<file path="src/rtl/alarm_trigger.sv">
// Alarm trigger: latches the BCD alarm time, compares it against the running
// clock and runs the IDLE/ARMED/RINGING/SNOOZE state machine that drives the
// buzzer and the status flags for display and LED logic.
module alarm_trigger #(
    parameter int unsigned SNOOZE_MIN       = 9,
    parameter int unsigned RING_TIMEOUT_SEC = 60,
    parameter int unsigned MAX_SNOOZE       = 3
) (
    input  logic       clk,
    input  logic       reset,
    input  logic       tick_1hz,
    input  logic       alarm_enable,
    input  logic       load_alarm,
    input  logic [3:0] min_set,
    input  logic [3:0] minten_set,
    input  logic [3:0] hour_set,
    input  logic [3:0] hourten_set,
    input  logic [3:0] min,
    input  logic [3:0] minten,
    input  logic [3:0] hour,
    input  logic [3:0] hourten,
    input  logic       snooze,
    input  logic       dismiss,
    output logic       buzzer,
    output logic       ringing,
    output logic       snoozed,
    output logic [1:0] snooze_count
);

    localparam logic [1:0] IDLE    = 2'd0;
    localparam logic [1:0] ARMED   = 2'd1;
    localparam logic [1:0] RINGING = 2'd2;
    localparam logic [1:0] SNOOZE  = 2'd3;

    localparam logic [9:0] SNZ_LOAD  = 10'(SNOOZE_MIN * 60);
    localparam logic [9:0] RING_LAST = 10'(RING_TIMEOUT_SEC - 1);
    localparam logic [1:0] SNZ_MAX   = 2'(MAX_SNOOZE);

    logic [1:0]  state_q, state_d;
    logic [15:0] alarm_q, alarm_d;
    logic        valid_q, valid_d;
    logic        load_prev_q;
    logic        match_prev_q;
    logic [9:0]  ring_cnt_q, ring_cnt_d;
    logic [9:0]  snz_cnt_q, snz_cnt_d;
    logic        beep_q, beep_d;
    logic [1:0]  cnt_q, cnt_d;
    logic        buzzer_q, ringing_q, snoozed_q;

    logic load_rise;
    logic match;
    logic match_edge;

    assign load_rise  = load_alarm & ~load_prev_q;
    // Compare against the stored alarm; a load in the same cycle takes effect next cycle.
    assign match      = valid_q && (alarm_q == {hourten, hour, minten, min});
    // Only the first matching cycle triggers, so a dismissed alarm stays quiet for the rest of that minute.
    assign match_edge = match & ~match_prev_q;

    // Next-state and counter logic, prioritised enable > load > dismiss > snooze > tick.
    always_comb begin
        state_d    = state_q;
        alarm_d    = alarm_q;
        valid_d    = valid_q;
        ring_cnt_d = ring_cnt_q;
        snz_cnt_d  = snz_cnt_q;
        beep_d     = beep_q;
        cnt_d      = cnt_q;

        if (load_rise) begin
            alarm_d = {hourten_set, hour_set, minten_set, min_set};
            valid_d = 1'b1;
        end

        if (!alarm_enable) begin
            state_d = IDLE;
            cnt_d   = 2'd0;
        end else if (load_rise) begin
            // A fresh alarm time restarts the event from scratch.
            state_d = ARMED;
            cnt_d   = 2'd0;
        end else begin
            case (state_q)
                IDLE: begin
                    if (valid_q) state_d = ARMED;
                end
                ARMED: begin
                    if (match_edge) begin
                        state_d    = RINGING;
                        ring_cnt_d = 10'd0;
                        beep_d     = 1'b1;
                    end
                end
                RINGING: begin
                    if (dismiss) begin
                        state_d = ARMED;
                        cnt_d   = 2'd0;
                    end else if (snooze && (cnt_q < SNZ_MAX)) begin
                        state_d   = SNOOZE;
                        snz_cnt_d = SNZ_LOAD;
                        cnt_d     = cnt_q + 2'd1;
                    end else if (tick_1hz) begin
                        if (ring_cnt_q == RING_LAST) begin
                            state_d = ARMED;
                            cnt_d   = 2'd0;
                        end else begin
                            ring_cnt_d = ring_cnt_q + 10'd1;
                            beep_d     = ~beep_q;
                        end
                    end
                end
                default: begin // SNOOZE
                    if (dismiss) begin
                        state_d = ARMED;
                        cnt_d   = 2'd0;
                    end else if (tick_1hz) begin
                        if (snz_cnt_q == 10'd1) begin
                            state_d    = RINGING;
                            ring_cnt_d = 10'd0;
                            beep_d     = 1'b1;
                        end else begin
                            snz_cnt_d = snz_cnt_q - 10'd1;
                        end
                    end
                end
            endcase
        end
    end

    // State, alarm registers, counters and registered outputs.
    always_ff @(posedge clk) begin
        if (reset) begin
            state_q      <= IDLE;
            alarm_q      <= 16'h0000;
            valid_q      <= 1'b0;
            load_prev_q  <= 1'b0;
            match_prev_q <= 1'b0;
            ring_cnt_q   <= 10'd0;
            snz_cnt_q    <= 10'd0;
            beep_q       <= 1'b0;
            cnt_q        <= 2'd0;
            buzzer_q     <= 1'b0;
            ringing_q    <= 1'b0;
            snoozed_q    <= 1'b0;
        end else begin
            state_q      <= state_d;
            alarm_q      <= alarm_d;
            valid_q      <= valid_d;
            load_prev_q  <= load_alarm;
            match_prev_q <= match;
            ring_cnt_q   <= ring_cnt_d;
            snz_cnt_q    <= snz_cnt_d;
            beep_q       <= beep_d;
            cnt_q        <= cnt_d;
            buzzer_q     <= (state_d == RINGING) && beep_d;
            ringing_q    <= (state_d == RINGING);
            snoozed_q    <= (state_d == SNOOZE);
        end
    end

    assign buzzer       = buzzer_q;
    assign ringing      = ringing_q;
    assign snoozed      = snoozed_q;
    assign snooze_count = cnt_q;

endmodule
</file>
<file path="config.mk">
export PLATFORM = sky130hd
export DESIGN_NAME = alarm_trigger
export DESIGN_NICKNAME = d
export VERILOG_FILES = /design/src/rtl/alarm_trigger.sv
export SDC_FILE = /design/constraint.sdc
export NUM_CORES = 1
export LEC_CHECK = 0
export CAP_MARGIN = 20
export CORE_MARGIN = 2
export CORE_UTILIZATION = 45
export DETAILED_ROUTE_END_ITERATION = 6
export GPL_TIMING_DRIVEN = 0
export PLACE_DENSITY = 0.73
export SYNTH_ARGS = -nofsm -noshare
export SYNTH_HDL_FRONTEND = slang
export SYNTH_SLANG_ARGS = --single-unit
</file>
<file path="constraint.sdc">
create_clock -name clk -period 2 [get_ports clk]
set_input_delay 0.5 -clock clk [delete_from_list [all_inputs] [get_ports clk]]
set_output_delay 0.5 -clock clk [all_outputs]
set_load 0.02 [all_outputs]
</file>
Word-level counts from Yosys, hierarchy flattened
Cells that the tools add are included.
{"block": "word_totals", "reg_bits": 47, "latchBits": 0, "mem_bits_rw": 0, "mem_bits_ro": 0, "wordCells": 100, "n_memories": 0}
{"block": "op_classes", "add_sub_neg": 3, "mul": 0, "n_div": 0, "n_lt_le_gt_ge": 1, "n_eq_ne": 15, "shifts": 0, "n_mux": 44, "bitwise_logic": 10, "n_reduce_logical": 15}
{"operator": "$mux W10", "n": 13}
{"operator": "$mux W2", "n": 16}
{"operator": "$pmux W10 S3", "n": 1}
{"operator": "$pmux W10 S2", "n": 1}
{"operator": "$eq A16 B16 Y1", "n": 1}
{"operator": "$ne A2 B2 Y1 const B", "n": 6}
{"operator": "$reduce_and A11 Y1", "n": 1}
{"operator": "$add A10 B1 Y10 const B", "n": 1}
{"operator": "$eq A10 B1 Y1 const B", "n": 1}
{"operator": "$eq A10 B6 Y1 const B", "n": 1}
{"operator": "$mux W1", "n": 10}
{"operator": "$sub A10 B1 Y10 const B", "n": 1}
{"operator": "$reduce_bool A3 Y1", "n": 3}
{"operator": "$not A1 Y1", "n": 8}
{"operator": "$reduce_and A7 Y1", "n": 1}
{"operator": "$eq A2 B2 Y1 const B", "n": 3}
{"operator": "$pmux W2 S3", "n": 1}
{"operator": "$reduce_bool A2 Y1", "n": 3}
{"operator": "$ne A2 B1 Y1 const B", "n": 2}
{"operator": "$pmux W2 S2", "n": 1}
{"operator": "$reduce_and A4 Y1", "n": 1}
{"operator": "$logic_and A1 B1 Y1", "n": 3}
{"operator": "$pmux W1 S3", "n": 1}
{"operator": "$reduce_or A3 Y1", "n": 1}
{"operator": "other kinds (6)", "n": 7}

Depth between registers and ports, before layout
{"block": "depth", "depth_word": 10, "depth_mapped": 9, "mapped_depth_nobuf": 8}

Worst setup path after synthesis
OpenSTA, ideal clock, no wires.
{"block": "synth_path", "path_kind": "reg2reg", "startpoint": "register snz_cnt_q[2]", "endpoint": "register ring_cnt_q[9]", "setup_time_ns": 0.131, "arrival_time_ns": 1.892, "required_ns": 1.869, "slack_ns": -0.023, "stages_incl_launch_ff": 8, "n_path_buf": 1, "period_less_slack_ns": 2.023, "path_cell_list": "dfxtp_1 or4_4 nor4_4 o211ai_2 a221oi_4 and2b_1 buf_6 o22ai_1"}
{"block": "synth_between", "elab_chain_cells": 3}
{"item": "start: declaration", "line_no": "45", "source": "logic [9:0] snz_cnt_q, snz_cnt_d;"}
{"item": "start signal: assignment", "line_no": "152", "source": "snz_cnt_q <= snz_cnt_d;"}
{"item": "$eq A10 B1 Y1", "line_no": "117", "source": "if (snz_cnt_q == 10'd1) begin"}
{"item": "$reduce_bool A3 Y1 (no source line)"}
{"item": "$reduce_and A11 Y1 (no source line)"}
{"item": "end signal: assignment", "line_no": "151", "source": "ring_cnt_q <= ring_cnt_d;"}
{"item": "end: declaration", "line_no": "44", "source": "logic [9:0] ring_cnt_q, ring_cnt_d;"}
No other way between the ends.
A chain may end at the register's enable or synchronous reset.

Worst setup path after layout
{"block": "layout_path", "startpoint": "register snz_cnt_q[2]", "endpoint": "register snz_cnt_q[3]"}
{"block": "layout_between", "elab_chain_cells": 5}
{"item": "$sub A10 B1 Y10", "line_no": "122", "source": "snz_cnt_d = snz_cnt_q - 10'd1;"}
{"item": "$mux W10", "line_no": "117"}
{"item": "$mux W10", "line_no": "116", "source": "end else if (tick_1hz) begin"}
{"item": "$mux W10", "line_no": "113", "source": "if (dismiss) begin"}
{"item": "$pmux W10 S2", "line_no": "83", "source": "case (state_q)"}
Several ways; a longest one is shown, not always the timed one. The select of a mux whose other input is x is not followed.

==> results.md <==
- Status: complete, but fails checks
- Failing checks: negative setup slack
- Ys async rst share: 0%
- Final hold slack: 472 ps
- Mux share of post-synthesis cell area: 0.835%
- Adder-Cell Fraction of Synth Area: 2.09%
- Via density: 5.46
- Synth-to-layout area growth: 44.8%
- Synth unique cells: 46
- Buf/Inv on CP: 0
- Slew of the pin with the lowest slew margin: 550 ps
- Die width: 77.0 µm
- Post-synth EDFFs: 0
- CP max stage cell: or4_4
- Core outline area: 5140 µm²
- Yosys Warn Count: 0
- CP required: 2190 ps
- Setup crit start kind: register
- Largest net degree at the start of global routing: 17
- Post-Syn Area: 2400 µm²
- Worst-path clk slew: 90 ps
- Die Span Y: 77.0 µm
- RSZ-0062 raised after global routing: true
- Die area: 5930 µm²
- Syn_area_per_cell: 8.36 µm²
- Crit-path cells: or4_4, o41a_1, o2111ai_4, nor2_2, xnor2_1, o21ai_0
- Initial DRC count: 84
- CP Capture Type: register
- Power per cell area: 571 nW/µm²
- Synth Area in Simple Gates: 27.4%
- Longest Clk Path Bufs: 2
- Main synth FF type: dfxtp_1
- Synthesized Nets: 330
- Root Buffer: clkbuf_8
- Cts bufs inserted: 5
- LEAKAGE: 1.35 nW
- Hold Fails Final Rpt: 0
- Post-DRT Antenna Nets: 0
- Fin crit period: 2120 ps
- MaxCap Viol Count: 0
- Largest family of logic cells by synthesized area: simple AND/OR/NAND/NOR gates
- Overflow after GRT: 0
- Vias in the first global route: 2203
- GRT Total Usage: 20.3%
- DRC viols: 0
- Max Freq: 472 MHz
- Htree depth: 2
- Routed via count: 2278
- Share of layout cells above drive strength 1: 23.1%
- Compound-Gate Fraction of Synth Area: 18.9%
- Avg WL per Cell: 14.7 µm
- XOR/XNOR Fraction of Synth Area: 8.40%
- Final setup margin: -119 ps
- Routability cong.: 0.848
- Layout Nets: 389
- Tcrit/Tclk final: 106%
- IO buf count: 42
- Synth top area cells: dfxtp_1, xnor2_1, a21oi_1, nand2_1, nor2_1
- Initial Util: 46.7%
- Top cell type by total area after synthesis: dfxtp_1
- Fillers: 443
- Crit path DAT: 2310 ps
- CTS tree: yes
- Hold Path Class: register to register
- CP Class: register to register
- Synthesized flop and latch total: 47
- Synth Instances: 287
- Row cnt: 26
- Worst skew pair latency: 310 ps
- CP peak stage delay: 570 ps
- I/O Pins: 44
- First-pass GRT wire length: 9830 µm
- Relative slew slack: 63.3%
- Initial antenna violation count: 0
- First drt pass iteration count: 4
- Delay-heaviest family, CP: compound AO/OA/AOI/OAI gates
- Clock skew: 8.73 ps
- Final Slew Violations: 0
- Critical path fanouts, max: 4
- Register area share after synthesis: 39.2%
- PnR Total Power: 1.98 mW
- Synth top area share: 39.2%
- # setup viols final: 18
- Routed WL: 6140 µm
- Clk sink count: 47
- Worst vdd ir: 0.376 mV
- Hpwl dp: 4160 µm
- Hold Buf Count CTS: 0
- Diodes inserted: 0
synthesized netlist by cell type, drive strengths merged (2+ instances only):
| library cell | number |
|---|---|
| nor2b | 7 |
| nor2 | 22 |
| a21oi | 29 |
| o22ai | 2 |
| inv | 6 |
| or3 | 2 |
| and2 | 3 |
| o21ai | 10 |
| o21a | 6 |
| nand3 | 5 |
| and3 | 5 |
| nor3b | 2 |
| o32ai | 3 |
| nand4 | 7 |
| mux2i | 2 |
| nand2 | 38 |
| dfxtp | 47 |
| nand2b | 13 |
| ha | 4 |
| o211ai | 2 |
| nor3 | 11 |
| nor4 | 4 |
| a211oi | 4 |
| clkbuf | 11 |
| xnor2 | 22 |
| or2 | 2 |
cells in the final DEF (no fill, tap or decap), types with 3 or more instances in the layout:
cell type and n:
o21ai_1 3, nor2_1 20, nor3_1 7, ha_1 3, a21oi_1 26, xnor2_1 11, clkbuf_1 7, nand4_1 7
dlymetal6s2s_1 12, clkdlybuf4s50_1 28, nand2b_1 11, buf_4 12, a21oi_2 3, inv_1 6, o21ai_2 3, and3_1 4
nor2b_1 6, clkbuf_8 5, nand3_1 5, o21a_1 6, nand2_1 36, nor3_2 4, a211oi_2 4, dfxtp_1 44
o21ai_0 4, xnor2_2 11, and2_1 3
area by class of cell:
type,instances,area [µm²],area share (%)
Buffer,9,45.0,1.30
Clock buffer,5,68.8,1.98
Clock inverter,3,47.5,1.37
Inverter,6,22.5,0.648
Multi-Input combinational cell,222,1700,49.0
Sequential cell,47,950,27.3
Tap cell,70,87.6,2.52
Timing Repair Buffer,55,549,15.8
tightest hold or removal path: cells and delay by family, from the launching register on:
kind | cells | cell delay (ps)
flip-flops | 1 | 330
AO/OA/AOI/OAI | 1 | 50
AND/OR/NAND/NOR | 1 | 50
where the power goes:
part / switching [mW] / internal [mW] / leakage (nW)
sequential: 0.0240 / 0.956 / 0.384
clock: 0.357 / 0.379 / 0.0587
combinational: 0.126 / 0.141 / 0.903
layer usage:
metal  vias to the layer above  track usage (%)  wire length (µm)
met2                        66             36.4              3200
li1                       1131                -                 -
met5                         -                0                 0
met3                        11             4.71               299
met1                      1070             23.4              2540
met4                         0             7.50                95
final timing paths:
| kind | startpoint | end | slack [ps] | depth (start not counted) |
|---|---|---|---|---|
| worst max register to register | snz_cnt_q[2] | snz_cnt_q[3] | -120 | 6 |
| worst max-delay path | snz_cnt_q[2] | snz_cnt_q[3] | -120 | 6 |
| worst min register to register | alarm_q[5] | alarm_q[5] | 470 | 2 |
| worst min-delay path | alarm_q[5] | alarm_q[5] | 470 | 2 |
flip-flops by register name, summed over array words and instances, names as in the netlist:
name and count:
match_prev_q 1, load_prev_q 1, alarm_q 16, ring_cnt_q 10, valid_q 1, beep_q 1
snz_cnt_q 10, snooze_count 2, state_q 2, ringing 1, buzzer 1, snoozed 1
what timing repair did:
item                       4_1_cts  5_1_grt
resized for setup               34       49
setup endpoints to repair       26       25
gates cloned                     0        1
pin swaps                        7       22
setup buffers                    8        4
through the flow:
step | worst slack [ps] | util (%) | setup TNS, ps | area (µm²) | instances
final | -119 | 67.6 | -1440 | 3470 | 417
after global routing | -230 | 67.6 | -3230 | 3470 | 417
after CTS | -77.7 | 63.0 | -717 | 3240 | 413
after detailed placement | -898 | 56.5 | -19090 | 2910 | 399
after global placement | -873 | 56.5 | -17800 | 2910 | 399
after floorplan | 23.4 | - | 0 | 2400 | 287
logic make-up (layout without fill, tap and decap cells):
group | after synthesis | count (layout)
XOR/XNOR | 23 | 23
AND/OR/NAND/NOR | 127 | 127
AO/OA/AOI/OAI | 66 | 66
flip-flops | 47 | 47
multiplexers | 2 | 2
buffers and inverters | 18 | 78
adder cells (fa/ha/maj) | 4 | 4
(Power assumes the default switching activity.)
